[config.mk]
export PLATFORM = sky130hd
export DESIGN_NAME = tomasulo_reservation_station_flat
export DESIGN_NICKNAME = d
export VERILOG_FILES = /design/src/rtl/tomasulo_reservation_station_pkg.sv /design/src/rtl/tomasulo_reservation_station_if.sv /design/src/rtl/tomasulo_reservation_station_operand_slot.sv /design/src/rtl/tomasulo_reservation_station.sv /design/src/flat_wrapper.sv
export SDC_FILE = /design/constraint.sdc
export NUM_CORES = 1
export LEC_CHECK = 0
export ABC_AREA = 1
export ABC_CLOCK_PERIOD_IN_PS = 1500
export CAP_MARGIN = 20
export CORE_AREA = 2 2 182 184
export CTS_CLUSTER_SIZE = 10
export DETAILED_ROUTE_END_ITERATION = 10
export DIE_AREA = 0 0 184 186
export PLACE_DENSITY = 0.66
export SLEW_MARGIN = 20
export SYNTH_ARGS = -nofsm -noshare
export SYNTH_HDL_FRONTEND = slang
export SYNTH_SLANG_ARGS = --single-unit
[constraint.sdc]
create_clock -name clk -period 1.5 [get_ports clk]
set_input_delay 0.3 -clock clk [delete_from_list [all_inputs] [get_ports clk]]
set_output_delay 0.3 -clock clk [all_outputs]
set_load 0.02 [all_outputs]
[src/rtl/tomasulo_reservation_station_pkg.sv]
// Shared types for the Tomasulo reservation station slice.
// Defines functional-unit tags, instruction formats, the decoded operation
// record and the renamed operand register (value or producer tag).
package tomasulo_reservation_station_pkg;

    typedef enum logic [1:0] {
        ALU,
        LSU,
        BRU,
        MDU
    } e_functional_unit;

    localparam int unsigned FU_CNT = 4;

    typedef enum logic [2:0] {
        R_FORMAT,
        I_FORMAT,
        S_FORMAT,
        B_FORMAT,
        U_FORMAT,
        J_FORMAT
    } e_instruction_format;

    localparam int unsigned INSN_FMT_CNT = 6;

    typedef struct packed {
        logic [6:0]          opcode;
        e_instruction_format encoding;
        logic [4:0]          rs1;
        logic [2:0]          funct3;
        logic [4:0]          rs2;
        logic [6:0]          funct7;
        logic [4:0]          rd;
        logic [31:0]         imm;
    } operation_specification;

    // Tag view of the 64-bit operand payload; only the low bits name the producer.
    typedef struct packed {
        logic [63-$bits(e_functional_unit):0] unused;
        e_functional_unit                     fu;
    } rs_tag;

    typedef union packed {
        logic [63:0] value;
        rs_tag       rs_id;
    } register_data;

    typedef struct packed {
        logic         is_virtual;
        register_data data;
    } register;

    // A virtual operand whose producer is broadcasting right now.
    function automatic logic tag_hit(register r, logic bcast_en, e_functional_unit bcast_rs);
        return r.is_virtual && bcast_en && (r.data.rs_id.fu == bcast_rs);
    endfunction

endpackage

[src/rtl/tomasulo_reservation_station_if.sv]
// Bundle of issue, broadcast, completion/retire and status signals of the
// reservation station. master: issue/rename side driving the station,
// slave: the station itself.
interface tomasulo_reservation_station_if
    import tomasulo_reservation_station_pkg::*;
#(
    parameter int unsigned DATA_WIDTH = 64
);
    register                 read1_value_i;
    register                 read2_value_i;
    logic                    issue_en_i;
    operation_specification  issue_op_i;
    logic                    unit_done_i;
    logic                    bcast_en_i;
    logic [DATA_WIDTH-1:0]   bcast_data_i;
    e_functional_unit        bcast_rs_i;
    logic                    retire_i;
    logic                    busy_o;
    logic                    resolved_op1_o;
    logic                    resolved_op2_o;
    logic                    retirement_ready_o;
    operation_specification  current_op_o;
    register                 op1_value_o;
    register                 op2_value_o;

    modport master (
        output read1_value_i, read2_value_i, issue_en_i, issue_op_i, unit_done_i,
               bcast_en_i, bcast_data_i, bcast_rs_i, retire_i,
        input  busy_o, resolved_op1_o, resolved_op2_o, retirement_ready_o,
               current_op_o, op1_value_o, op2_value_o
    );

    modport slave (
        input  read1_value_i, read2_value_i, issue_en_i, issue_op_i, unit_done_i,
               bcast_en_i, bcast_data_i, bcast_rs_i, retire_i,
        output busy_o, resolved_op1_o, resolved_op2_o, retirement_ready_o,
               current_op_o, op1_value_o, op2_value_o
    );
endinterface

[src/rtl/tomasulo_reservation_station_operand_slot.sv]
// One source-operand slot of the reservation station.
// Ports: load_i (issue accepted) loads read_value_i with same-cycle bypass,
// clear_i (retire accepted) drops the resolved flag, active_i enables
// broadcast capture while waiting; value_o/resolved_o are registered.
module tomasulo_reservation_station_operand_slot
    import tomasulo_reservation_station_pkg::*;
#(
    parameter int unsigned DATA_WIDTH = 64
) (
    input  logic                  clk,
    input  logic                  rst,
    input  logic                  load_i,
    input  logic                  clear_i,
    input  logic                  active_i,
    input  register               read_value_i,
    input  logic                  bcast_en_i,
    input  logic [DATA_WIDTH-1:0] bcast_data_i,
    input  e_functional_unit      bcast_rs_i,
    output register               value_o,
    output logic                  resolved_o
);
    register value_q, value_d;
    logic    resolved_q, resolved_d;
    register bcast_value;

    always_comb begin
        bcast_value            = '0;
        bcast_value.data.value = 64'(bcast_data_i);
    end

    always_comb begin
        value_d    = value_q;
        resolved_d = resolved_q;
        if (load_i) begin
            if (tag_hit(read_value_i, bcast_en_i, bcast_rs_i)) begin
                value_d    = bcast_value;
                resolved_d = 1'b1;
            end else begin
                value_d    = read_value_i;
                resolved_d = !read_value_i.is_virtual;
            end
        end else if (clear_i) begin
            resolved_d = 1'b0;
        end else if (active_i && !resolved_q && tag_hit(value_q, bcast_en_i, bcast_rs_i)) begin
            value_d    = bcast_value;
            resolved_d = 1'b1;
        end
    end

    always_ff @(posedge clk) begin
        if (rst) begin
            value_q    <= '0;
            resolved_q <= 1'b0;
        end else begin
            value_q    <= value_d;
            resolved_q <= resolved_d;
        end
    end

    assign value_o    = value_q;
    assign resolved_o = resolved_q;
endmodule

[src/rtl/tomasulo_reservation_station.sv]
// Single-entry Tomasulo reservation station.
// Ports: clk, rst (sync, active-high) and the slave side of
// tomasulo_reservation_station_if (issue, CDB broadcast, unit done, retire in;
// busy/resolved/ready flags, latched op and operands out, all registered).
module tomasulo_reservation_station
    import tomasulo_reservation_station_pkg::*;
#(
    parameter int unsigned      DATA_WIDTH = 64,
    parameter e_functional_unit RS_ID      = ALU
) (
    input logic                            clk,
    input logic                            rst,
    tomasulo_reservation_station_if.slave  rs
);
    typedef enum logic [1:0] {
        StIdle,
        StWait,
        StDone
    } state_e;

    state_e                 state_q, state_d;
    operation_specification op_q, op_d;
    logic                   issue_accept;
    logic                   retire_accept;
    logic                   resolved1, resolved2;

    assign issue_accept  = (state_q == StIdle) && rs.issue_en_i;
    assign retire_accept = (state_q == StDone) && rs.retire_i;

    always_comb begin
        state_d = state_q;
        op_d    = op_q;
        unique case (state_q)
            StIdle: begin
                if (rs.issue_en_i) begin
                    state_d = StWait;
                    op_d    = rs.issue_op_i;
                end
            end
            StWait: begin
                // Uses the registered flags: a same-cycle capture does not count yet.
                if (resolved1 && resolved2 && rs.unit_done_i) begin
                    state_d = StDone;
                end
            end
            StDone: begin
                if (rs.retire_i) begin
                    state_d = StIdle;
                end
            end
            default: state_d = StIdle;
        endcase
    end

    always_ff @(posedge clk) begin
        if (rst) begin
            state_q <= StIdle;
            op_q    <= '0;
        end else begin
            state_q <= state_d;
            op_q    <= op_d;
        end
    end

    tomasulo_reservation_station_operand_slot #(
        .DATA_WIDTH (DATA_WIDTH)
    ) u_slot1 (
        .clk          (clk),
        .rst          (rst),
        .load_i       (issue_accept),
        .clear_i      (retire_accept),
        .active_i     (state_q == StWait),
        .read_value_i (rs.read1_value_i),
        .bcast_en_i   (rs.bcast_en_i),
        .bcast_data_i (rs.bcast_data_i),
        .bcast_rs_i   (rs.bcast_rs_i),
        .value_o      (rs.op1_value_o),
        .resolved_o   (resolved1)
    );

    tomasulo_reservation_station_operand_slot #(
        .DATA_WIDTH (DATA_WIDTH)
    ) u_slot2 (
        .clk          (clk),
        .rst          (rst),
        .load_i       (issue_accept),
        .clear_i      (retire_accept),
        .active_i     (state_q == StWait),
        .read_value_i (rs.read2_value_i),
        .bcast_en_i   (rs.bcast_en_i),
        .bcast_data_i (rs.bcast_data_i),
        .bcast_rs_i   (rs.bcast_rs_i),
        .value_o      (rs.op2_value_o),
        .resolved_o   (resolved2)
    );

    assign rs.resolved_op1_o     = resolved1;
    assign rs.resolved_op2_o     = resolved2;
    assign rs.busy_o             = (state_q != StIdle);
    assign rs.retirement_ready_o = (state_q == StDone);
    assign rs.current_op_o       = op_q;
endmodule

[src/flat_wrapper.sv]
// flat-port wrapper written by rule: the top's interface ports become plain ports
module tomasulo_reservation_station_flat import tomasulo_reservation_station_pkg::*;
#(
    parameter int unsigned      DATA_WIDTH = 64,
    parameter e_functional_unit RS_ID      = ALU
)
  (clk, rst, rs_read1_value_i, rs_read2_value_i, rs_issue_en_i, rs_issue_op_i, rs_unit_done_i, rs_bcast_en_i, rs_bcast_data_i, rs_bcast_rs_i, rs_retire_i, rs_busy_o, rs_resolved_op1_o, rs_resolved_op2_o, rs_retirement_ready_o, rs_current_op_o, rs_op1_value_o, rs_op2_value_o);
  tomasulo_reservation_station_if #(.DATA_WIDTH(DATA_WIDTH)) rs_i ();
  input logic clk;
  input logic rst;
  input wire logic [$bits(rs_i.read1_value_i)-1:0] rs_read1_value_i;
  input wire logic [$bits(rs_i.read2_value_i)-1:0] rs_read2_value_i;
  input wire logic [$bits(rs_i.issue_en_i)-1:0] rs_issue_en_i;
  input wire logic [$bits(rs_i.issue_op_i)-1:0] rs_issue_op_i;
  input wire logic [$bits(rs_i.unit_done_i)-1:0] rs_unit_done_i;
  input wire logic [$bits(rs_i.bcast_en_i)-1:0] rs_bcast_en_i;
  input wire logic [$bits(rs_i.bcast_data_i)-1:0] rs_bcast_data_i;
  input wire logic [$bits(rs_i.bcast_rs_i)-1:0] rs_bcast_rs_i;
  input wire logic [$bits(rs_i.retire_i)-1:0] rs_retire_i;
  output wire logic [$bits(rs_i.busy_o)-1:0] rs_busy_o;
  output wire logic [$bits(rs_i.resolved_op1_o)-1:0] rs_resolved_op1_o;
  output wire logic [$bits(rs_i.resolved_op2_o)-1:0] rs_resolved_op2_o;
  output wire logic [$bits(rs_i.retirement_ready_o)-1:0] rs_retirement_ready_o;
  output wire logic [$bits(rs_i.current_op_o)-1:0] rs_current_op_o;
  output wire logic [$bits(rs_i.op1_value_o)-1:0] rs_op1_value_o;
  output wire logic [$bits(rs_i.op2_value_o)-1:0] rs_op2_value_o;
  assign rs_i.read1_value_i = rs_read1_value_i;
  assign rs_i.read2_value_i = rs_read2_value_i;
  assign rs_i.issue_en_i = rs_issue_en_i;
  assign rs_i.issue_op_i = rs_issue_op_i;
  assign rs_i.unit_done_i = rs_unit_done_i;
  assign rs_i.bcast_en_i = rs_bcast_en_i;
  assign rs_i.bcast_data_i = rs_bcast_data_i;
  assign rs_i.bcast_rs_i = rs_bcast_rs_i;
  assign rs_i.retire_i = rs_retire_i;
  assign rs_busy_o = rs_i.busy_o;
  assign rs_resolved_op1_o = rs_i.resolved_op1_o;
  assign rs_resolved_op2_o = rs_i.resolved_op2_o;
  assign rs_retirement_ready_o = rs_i.retirement_ready_o;
  assign rs_current_op_o = rs_i.current_op_o;
  assign rs_op1_value_o = rs_i.op1_value_o;
  assign rs_op2_value_o = rs_i.op2_value_o;
  tomasulo_reservation_station #(.DATA_WIDTH(DATA_WIDTH), .RS_ID(RS_ID)) u_core (.clk(clk), .rst(rst), .rs(rs_i));
endmodule
==> qor.csv <==
metric,value,unit
Total GRT Usage,0.255,
asr flop ratio synth,0,
Sequential Power Share,0.340,
CP Capture Type,output pin,
Netlist cell types,24,
CP Data Arrival Time,1.33,ns
skew final,0.0150,ns
Clock Power Share,0.344,
Tmin final,1.63,ns
Critical Path RT,1.20,ns
WL/cell,18.3,um
Slew @ Worst Pin,0.288,ns
drc violations,0,
RSZ-0062 raised after global routing,true,
Comb power frac,0.316,
Post-Syn Area,0.0108,mm^2
NetSw,5.70,mW
largest net degree at the start of global routing,52,
Pint,12.2,mW
Max transition margin,0.808,
latest clock arrival within the worst-skew pair,0.54,ns
Die Area,0.0342,mm^2
number of synthesis warnings,0,
H-tree depth,1,
CP max stage cell,dfxtp_2,
CP most frequent cell,buf_6,
via count,13100,
crit-path max FO,2,
TritonCTS Buffers,26,
routed vias/inst,4.87,
Place WS,-0.531,ns
Setup CP Type,register to output pin,
Port Buffers,469,
via count of the first global-routing pass,12200,
DP HPWL,31300,um
fmax,614,MHz
Final period util,1.09,
Post-synth EDFFs,0,
Worst Setup Start Kind,register,
WL final,49300,um
Die Y,186,um
crit-path max cell delay,0.33,ns
max cap viols,0,
Seq cells post-synth,201,
Top Ports,470,
crit-path cells,"buf_4, buf_6, nor2_4, buf_6",
Inserted Diodes,0,
Die X,184,um
CP top delay family,buffers and inverters,
failing checks,negative setup slack,
Power Density,963,mW/mm^2
setup TNS,-6.82,ns
sum of buffers and inverters on the critical path,3,
Core ar.,0.0322,mm^2
ratio of cells with drive above 1 in the final layout,0.229,
Worst-path clk slew,0.05,ns
Root Driver,clkbuf_16,
Final nets,2543,
LEAKAGE,9.95,nW
first-pass GRT wire length,68200,um
status,"finished, violations left",
syn_area_per_cell,6.12,um^2
clk buf depth,3,
Synth Flop Type,dfxtp_1,
Slew Limit Fails,0,
Final setup viols,112,
Hold Crit Class,input port to register,
Switching Share,0.318,
Starting Density,0.334,
Pre-antenna DRT Iters,5,
Syn-to-layout area delta,73.1,%
GP Congestion,0.878,
worst setup margin,-0.129,ns
Synth area leaders,"dfxtp_1 (37%), nand3_1 (18%), nand2_1 (14%)",
syn nets,2026,
total power,17.9,mW
Synth area leader,dfxtp_1,
Site Rows,66,
DR iter-0 viols,831,
post-synthesis sequential area ratio,0.374,
worst vdd ir,0.000840,V
clock sink total,201,
leading cell type by number of instances after synthesis,nand2_1,
final hold violations,0,
cells after synthesis,1757,
post-route ant nets,0,
CTS tree,yes,
Overflow after GRT,0,
initial antenna violation count,1,
Post-synth top cells,"nand2_1 (412), nand3_1 (385), inv_1 (370)",
Yosys top cell area share,0.374,
-- final timing paths --
path	depth (start not counted)	slack (ns)	endpoint	start
max	4	-0.13	rs_retirement_ready_o	u_core.state_q[0]$_SDFFE_PP0P_
min	3	0.39	u_core.rs.current_op_o[65]$_SDFFE_PP0P_	rs_issue_op_i[65]
max reg2reg	11	-0.11	u_core.u_slot1.value_o[59]$_SDFFE_PP0P_	u_core.state_q[0]$_SDFFE_PP0P_
min reg2reg	2	0.47	u_core.rs.current_op_o[20]$_SDFFE_PP0P_	u_core.rs.current_op_o[20]$_SDFFE_PP0P_
-- metrics by stage --
stage	hold slack, ns	std cells	area [um^2]	utilization
final	0.387	2693	18600	0.578
after global routing	0.398	2693	18600	0.578
after CTS	0.366	2658	17900	0.556
after detailed placement	0.475	2594	16300	0.505
after global placement	0.461	2594	16300	0.505
after floorplan	0.369	1757	10800	-
-- logic make-up (layout without fill, tap and decap cells) --
group / Yosys count / after routing / synth area share
AOI/OAI and AO/OA: 78 / 78 / 0.0378
and+or+nand+nor: 964 / 965 / 0.386
buffers and inverters: 514 / 1041 / 0.203
DFF: 201 / 201 / 0.374
-- power groups by stage --
stage	registers (mW)	logic (mW)	clock network (mW)
2_1_floorplan	6.78	1.93	0
3_3_place_gp	6.19	5.00	0
3_5_place_dp	6.21	5.04	0
4_1_cts	6.10	5.26	6.28
5_1_grt	6.16	6.11	6.55
6_report	6.11	5.66	6.17
-- state kept, by name (all words and copies together) (netlist names) --
name                       flops
u_core.state_q                 2
u_core.u_slot2.resolved_o      1
u_core.u_slot1.resolved_o      1
u_core.u_slot1.value_o        65
u_core.rs.current_op_o        67
u_core.u_slot2.value_o        65
-- final cells by class --
| class | instances | area, um^2 |
|---|---|---|
| Clock buffer | 36 | 790 |
| Clock inverter | 3 | 42.5 |
| Inverter | 398 | 1530 |
| Tap cell | 408 | 510 |
| Timing Repair Buffer | 604 | 6430 |
| Multi-Input combinational cell | 1043 | 5290 |
| Fill cell | 3029 | 13600 |
| Sequential cell | 201 | 4030 |
-- worst register-to-register path, stage by stage, from the launching register on --
cell and delay, ns:
dfxtp_2 0.35, inv_4 0.05, nor2_4 0.14, buf_6 0.12, nand2_4 0.04, nor2_4 0.09
nand2_4 0.12, nand2_8 0.13, bufbuf_16 0.29, nand3_1 0.09, nand2_1 0.06, inv_1 0.03
-- per-layer routing --
layer | wire, um | vias to the layer above | part of all wire | global-route usage
met3 | 4340 | 121 | 0.088 | 0.0720
met2 | 24300 | 604 | 0.49 | 0.448
met1 | 18700 | 6068 | 0.38 | 0.291
met5 | 16 | - | 0.00032 | 0
li1 | - | 6319 | - | -
met4 | 2010 | 2 | 0.041 | 0.107
-- placed cells by master (no fill, tap or decap), drive strengths merged --
cell             n
a21oi            6
and3             1
buf            155
bufbuf           5
bufinv           1
clkbuf         122
clkdlybuf4s15   87
clkdlybuf4s18    3
clkdlybuf4s50  267
clkinv          24
clkinvlp         1
dfxtp          201
dlymetal6s2s     1
inv            375
nand2          416
nand3          387
nor2           160
nor3             1
o21ai           70
o21bai           2
-- timing repair --
| action | 4_1_cts | 5_1_grt |
|---|---|---|
| endpoints found under the hold margin | 0 | 0 |
| endpoints found under the setup margin | 238 | 287 |
| gates resized for setup | 593 | 291 |
| gates cloned | 11 | 20 |
| hold buffers | 0 | 0 |
| buffers inserted | 14 | 18 |
| pin swaps | 5 | 26 |
No activity file was read; power rests on OpenSTA's default activity.
